===== src/rtl/pc_ras_pkg.sv =====
// pc_ras_pkg: shared defaults and helpers for the fetch program counter and its
// return-address stack.
//   DEF_*  : default parameter values used by pc_ras and ras_lifo.
//   clog2  : ceiling log2, used for pointer, count and alignment widths.
package pc_ras_pkg;

    localparam int unsigned DEF_ADDR_W     = 9;
    localparam int unsigned DEF_INSN_BYTES = 4;
    localparam int unsigned DEF_RESET_VEC  = 0;
    localparam int unsigned DEF_RAS_DEPTH  = 4;

    // clog2(1) = 0, clog2(4) = 2, clog2(5) = 3.
    function automatic int unsigned clog2(input int unsigned n);
        int unsigned r;
        r = 0;
        while ((64'd1 << r) < 64'(n)) begin
            r = r + 1;
        end
        return r;
    endfunction

endpackage


===== src/rtl/ras_lifo.sv =====
// ras_lifo: DEPTH x WIDTH last-in first-out stack holding return addresses.
//   i_clk        : rising-edge clock
//   i_rst        : synchronous active-high reset (empties the stack)
//   i_push       : write i_push_data on top (ignored when full)
//   i_pop        : discard the top entry (ignored when empty)
//   i_push_data  : value to push
//   o_top_data   : most recently pushed, not yet popped entry
//   o_count      : number of valid entries (0..DEPTH)
//   o_full       : o_count == DEPTH
//   o_empty      : o_count == 0
// The caller never asserts i_push and i_pop together.
module ras_lifo
    import pc_ras_pkg::*;
#(
    parameter int unsigned DEPTH = DEF_RAS_DEPTH,
    parameter int unsigned WIDTH = DEF_ADDR_W
) (
    input  logic                   i_clk,
    input  logic                   i_rst,
    input  logic                   i_push,
    input  logic                   i_pop,
    input  logic [WIDTH-1:0]       i_push_data,
    output logic [WIDTH-1:0]       o_top_data,
    output logic [clog2(DEPTH):0]  o_count,
    output logic                   o_full,
    output logic                   o_empty
);

    localparam int unsigned PTR_W = clog2(DEPTH);
    localparam int unsigned CNT_W = PTR_W + 1;

    logic [WIDTH-1:0] r_mem [DEPTH];
    logic [CNT_W-1:0] r_count;
    logic [PTR_W-1:0] w_wr_idx;
    logic [PTR_W-1:0] w_top_idx;
    logic             w_do_push;
    logic             w_do_pop;

    assign o_full    = (r_count == CNT_W'(DEPTH));
    assign o_empty   = (r_count == '0);
    assign w_do_push = i_push && !o_full;
    assign w_do_pop  = i_pop && !o_empty;

    // DEPTH is a power of two, so the low count bits address the next free
    // slot; when full they wrap to 0 and top (minus one) is DEPTH-1.
    assign w_wr_idx  = r_count[PTR_W-1:0];
    assign w_top_idx = r_count[PTR_W-1:0] - 1'b1;

    always_ff @(posedge i_clk) begin
        if (i_rst) begin
            r_count <= '0;
        end else if (w_do_push) begin
            r_count <= r_count + 1'b1;
        end else if (w_do_pop) begin
            r_count <= r_count - 1'b1;
        end
    end

    // Entry contents are don't-care after reset, so the array is not cleared.
    always_ff @(posedge i_clk) begin
        if (!i_rst && w_do_push) begin
            r_mem[w_wr_idx] <= i_push_data;
        end
    end

    assign o_top_data = r_mem[w_top_idx];
    assign o_count    = r_count;

endmodule


===== src/rtl/pc_ras.sv =====
// pc_ras: fetch program counter with stall, absolute branch and call/return
// through an internal return-address stack.
//   i_clk           : rising-edge clock
//   i_rst           : synchronous active-high reset, wins over everything
//   i_stall         : hold all state; control inputs this cycle are ignored
//   i_branch        : jump to aligned i_branch_adrx
//   i_call          : jump to aligned i_branch_adrx, push o_pc_plus
//   i_ret           : pop the stack and jump to the popped address
//   i_branch_adrx   : branch/call target
//   o_pc            : registered fetch address
//   o_pc_plus       : o_pc + INSN_BYTES, wraps modulo 2^ADDR_W
//   o_ras_count     : valid stack entries
//   o_ras_overflow  : sticky, call while stack full
//   o_ras_underflow : sticky, ret while stack empty
// Priority when not stalled: ret > call > branch > sequential.
module pc_ras
    import pc_ras_pkg::*;
#(
    parameter int unsigned ADDR_W     = DEF_ADDR_W,
    parameter int unsigned INSN_BYTES = DEF_INSN_BYTES,
    parameter int unsigned RESET_VEC  = DEF_RESET_VEC,
    parameter int unsigned RAS_DEPTH  = DEF_RAS_DEPTH
) (
    input  logic                       i_clk,
    input  logic                       i_rst,
    input  logic                       i_stall,
    input  logic                       i_branch,
    input  logic                       i_call,
    input  logic                       i_ret,
    input  logic [ADDR_W-1:0]          i_branch_adrx,
    output logic [ADDR_W-1:0]          o_pc,
    output logic [ADDR_W-1:0]          o_pc_plus,
    output logic [clog2(RAS_DEPTH):0]  o_ras_count,
    output logic                       o_ras_overflow,
    output logic                       o_ras_underflow
);

    localparam int unsigned OFF_W = clog2(INSN_BYTES);
    localparam logic [ADDR_W-1:0] INC      = ADDR_W'(INSN_BYTES);
    localparam logic [ADDR_W-1:0] LOW_MASK = ADDR_W'((64'd1 << OFF_W) - 64'd1);

    logic [ADDR_W-1:0] r_pc;
    logic [ADDR_W-1:0] w_pc_d;
    logic [ADDR_W-1:0] w_aligned;
    logic [ADDR_W-1:0] w_top_data;
    logic              r_overflow;
    logic              r_underflow;
    logic              w_do_ret;
    logic              w_do_call;
    logic              w_do_branch;
    logic              w_full;
    logic              w_empty;
    logic              w_push;
    logic              w_pop;

    assign o_pc_plus = r_pc + INC;
    assign w_aligned = i_branch_adrx & ~LOW_MASK;

    // One action per cycle; lower-priority requests are simply dropped.
    assign w_do_ret    = !i_stall && i_ret;
    assign w_do_call   = !i_stall && i_call && !i_ret;
    assign w_do_branch = !i_stall && i_branch && !i_call && !i_ret;

    assign w_push = w_do_call && !w_full;
    assign w_pop  = w_do_ret && !w_empty;

    ras_lifo #(
        .DEPTH (RAS_DEPTH),
        .WIDTH (ADDR_W)
    ) u_ras_lifo (
        .i_clk       (i_clk),
        .i_rst       (i_rst),
        .i_push      (w_push),
        .i_pop       (w_pop),
        .i_push_data (o_pc_plus),
        .o_top_data  (w_top_data),
        .o_count     (o_ras_count),
        .o_full      (w_full),
        .o_empty     (w_empty)
    );

    always_comb begin
        w_pc_d = o_pc_plus;
        if (i_stall) begin
            w_pc_d = r_pc;
        end else if (w_do_ret) begin
            // An empty-stack ret falls through sequentially.
            w_pc_d = w_empty ? o_pc_plus : w_top_data;
        end else if (w_do_call || w_do_branch) begin
            w_pc_d = w_aligned;
        end
    end

    always_ff @(posedge i_clk) begin
        if (i_rst) begin
            r_pc        <= ADDR_W'(RESET_VEC);
            r_overflow  <= 1'b0;
            r_underflow <= 1'b0;
        end else begin
            r_pc <= w_pc_d;
            if (w_do_call && w_full) begin
                r_overflow <= 1'b1;
            end
            if (w_do_ret && w_empty) begin
                r_underflow <= 1'b1;
            end
        end
    end

    assign o_pc            = r_pc;
    assign o_ras_overflow  = r_overflow;
    assign o_ras_underflow = r_underflow;

endmodule


===== config.mk =====
export PLATFORM = sky130hd
export DESIGN_NAME = pc_ras
export DESIGN_NICKNAME = d
export VERILOG_FILES = /design/src/rtl/pc_ras_pkg.sv /design/src/rtl/ras_lifo.sv /design/src/rtl/pc_ras.sv
export SDC_FILE = /design/constraint.sdc
export NUM_CORES = 1
export LEC_CHECK = 0
export ABC_AREA = 1
export CAP_MARGIN = 20
export CORE_MARGIN = 3
export CORE_UTILIZATION = 59
export CTS_BUF_LIST = sky130_fd_sc_hd__clkbuf_2
export DETAILED_ROUTE_END_ITERATION = 8
export GPL_TIMING_DRIVEN = 1
export PLACE_DENSITY = 0.87
export SYNTH_ARGS = -nofsm -noshare
export SYNTH_HDL_FRONTEND = slang
export SYNTH_SLANG_ARGS = --single-unit

===== constraint.sdc =====
create_clock -name i_clk -period 4.6 [get_ports i_clk]
set_input_delay 1.38 -clock i_clk [delete_from_list [all_inputs] [get_ports i_clk]]
set_output_delay 1.38 -clock i_clk [all_outputs]
set_load 0.005 [all_outputs]

==> out/results.ini <==
[outcome]
status = finished, final reports clean

[floorplan]
die_width_microns = 69.8
i_o_pin_count = 38
design.die.area_sq_um = 4870
dieHeight_microns = 69.8
start_util_pct = 63.2
core_sq_um = 3800
rows = 22

[power_and_ir_drop]
p_switching_w = 0.000253
power_report.internal_total_w = 0.000675
share_clk_of_total_power_pct = 23.5
sw_share_pct = 27.3
vdd.ir_drop.worst_mv = 0.296
pwr-share-seq_pct = 56.3
power.combinational.fraction_pct = 20.2
post_layout_total_power_w = 0.000928
power-per-cell-area_nw_per_um2 = 323
leakage_nw = 1.20

[synth]
ys_ff_latch = 50
synth_async_sr_flop_share_pct = 0
syn_area_per_cell_sq_um = 8.93
synth_fp_nets = 290
synth_top_area_share_pct = 45.0
yosys-top-cells-count = sky130_fd_sc_hd__nand2_1 (68), sky130_fd_sc_hd__edfxtp_1 (36), sky130_fd_sc_hd__nand3_1 (33)
synth.lib_cells_used.distinct = 27
post_synthesis_cell_type_with_the_largest_combined_area = sky130_fd_sc_hd__edfxtp_1
synth_enable_flop_cells = 36
yosysMostFrequentCell = sky130_fd_sc_hd__nand2_1
yosys_warnings = 0
syn_inst = 269
synth_ff_type = sky130_fd_sc_hd__edfxtp_1
yosysSeqAreaShare_pct = 56.7
post_synth_main_area_contributors = sky130_fd_sc_hd__edfxtp_1 (45%), sky130_fd_sc_hd__dfxtp_1 (12%), sky130_fd_sc_hd__nand2_1 (11%), sky130_fd_sc_hd__nand3_1 (6.9%), sky130_fd_sc_hd__nor2_1 (4.8%)
syn_std_cell_area_sq_um = 2400

[worst_setup_path]
r2r_slack_ns = 1.76
critical_path_class = flop to output port
worstPathBufferInverterCount = 2
critical_path.max_stage_delay_ns = 0.50
critical_path.startpoint_type = flop
cp.required_ns = 3.22
critical_path_peak_fanout = 6
timing.critical_path.max_delay_family = buffers and inverters
cell_chain_of_the_critical_path = ha_1, nand2_1, nor2_1, nand3_1, nand2_1, inv_1, clkdlybuf4s50_1
worst_r2r_path_depth = 8
timing.critical_path.depth = 7
endpoint_kind = output port
critical_path_arrival_ns = 2.17
crit_slowest_cell = sky130_fd_sc_hd__dfxtp_1
path_common_cell = sky130_fd_sc_hd__nand2_1

[timing]
totalNegativeSetupSlack_ns = 0
finalCritPeriodShare_pct = 77.1
final-hold-violation-count = 0
setup_viol = 0
report.final.slew_viol_count = 0
worst_slew_pin_slew_ns = 0.887
hold-worst-slack_ns = 0.476
setup_repair_after_global_routing_missed_its_margin = no
skew_ns = 0.0129
maxSlewHeadroom_pct = 40.8
post-route-min-period_ns = 3.55
fmax_mhz = 282

[finish]
antennaDiodeCount = 0
area_delta_synth_final_pct = 19.6
drive_gt1_share_pct = 6.80
layout.nets = 329
final-instance-count-excl-fill = 357

[cts]
htree_levels = 2
clock_latency_ns = 0.41
cts_resized = 0
cts_setup_buffers = 0
holdBufCountCts = 0
cts_max_path_buffers = 2
clk_transition_reported_paths_ns = 0.22
cts_tree = done
tritoncts.num_buffers = 5
clock_sink_count = 50
cell_at_the_root_of_the_clock_tree = sky130_fd_sc_hd__clkbuf_2

[grt]
globalRouteOverflowTotal = 0
grt_first_pass_wirelength_mm = 8.42
pin_count_of_the_biggest_net_entering_global_routing = 26
first_global_vias = 1813
antenna_found_initial = 0
global_route.usage.total_pct = 22.1

[drt]
drt_drc_violations_left = 0
postRouteWirelength_mm = 5.20
antenna_left = 0
detail_route.first_pass.iterations = 4
num_vias = 1948
wl_per_cell_microns = 14.6
detail_route.iter0.violations = 136
vias_per_cell = 5.46

[place]
globalplace.congestion = 0.886
dp.cells = 349
io_buffers = 35
dpl.hpwl_mm = 3.77

[flow_run]
maxCapViolations = 0

[hold_path]
worstHoldPathCells = 2
hp-class = flop to flop

power by group through the flow:
stage / clock network (W) / registers, W / logic, W
2_1_floorplan: 0 / 0.000524 / 0.000113
3_3_place_gp: 0 / 0.000531 / 0.000180
3_5_place_dp: 0 / 0.000531 / 0.000186
4_1_cts: 0.000220 / 0.000522 / 0.000187
5_1_grt: 0.000237 / 0.000525 / 0.000208
6_report: 0.000218 / 0.000522 / 0.000188
logic make-up after synthesis:
logic type | after synthesis | synth area share (%)
DFF | 50 | 56.7
AOI/OAI and AO/OA | 32 | 7.24
adders and majority gates | 6 | 3.44
and+or+nand+nor | 140 | 25.5
buffers and inverters | 41 | 7.09
worst register-to-register path, delay by kind of cell, from the launching register on:
kind / cells / cell delay (ns)
flops: 1 / 0.95
buf+inv: 2 / 0.65
fa+ha+maj: 1 / 0.61
simple gates: 5 / 0.56
placed cells by master (no fill, tap or decap), drive strengths merged, types with 6 or more instances in the layout:
cell / synthesis / layout
inv: 31 / 31
nand3: 34 / 34
clkdlybuf4s50: 0 / 35
o21ai: 15 / 15
clkbuf: 3 / 6
dfxtp: 14 / 14
edfxtp: 36 / 36
nand2: 69 / 69
nor2: 33 / 33
a21oi: 12 / 12
flip-flops by register name, summed over array words and instances, names as in the netlist:
signal and flops:
o_pc 9, u_ras_lifo.r_mem 36, u_ras_lifo.o_count 3, o_ras_overflow 1, o_ras_underflow 1
routing by layer:
metal,share of wire [%],GRT usage (%),vias up
met1,41,27.3,895
li1,-,-,960
met2,49,37.4,84
met5,0,0,-
met4,1.5,8.30,0
met3,8.4,5.22,9
worst paths after layout:
| path | from | endpoint |
|---|---|---|
| setup / recovery | o_pc[2] | o_pc_plus[8] |
| hold / removal | o_ras_overflow | o_ras_overflow |
| setup reg to reg | u_ras_lifo.o_count[0] | o_pc[5] |
| hold reg to reg | o_ras_overflow | o_ras_overflow |
stage by stage:
step / instance area, sq um / utilization (%) / setup WS (ns)
CTS: 2870 / 75.6 / 1.06
detailed placement: 2810 / 73.9 / 1.02
global placement: 2810 / 73.9 / 1.05
floorplan: 2400 / - / 1.90
global route: 2870 / 75.6 / 0.896
finish: 2870 / 75.6 / 1.05
final cells by class:
cell class	instances	area (sq um)
clock buffers	6	30.0
clock inverters	2	33.8
fillers	272	927
inverters	33	129
multi-input cells	178	870
flip-flops and latches	50	1360
well taps	48	60.1
repair buffers	40	388
(Power assumes the default switching activity.)
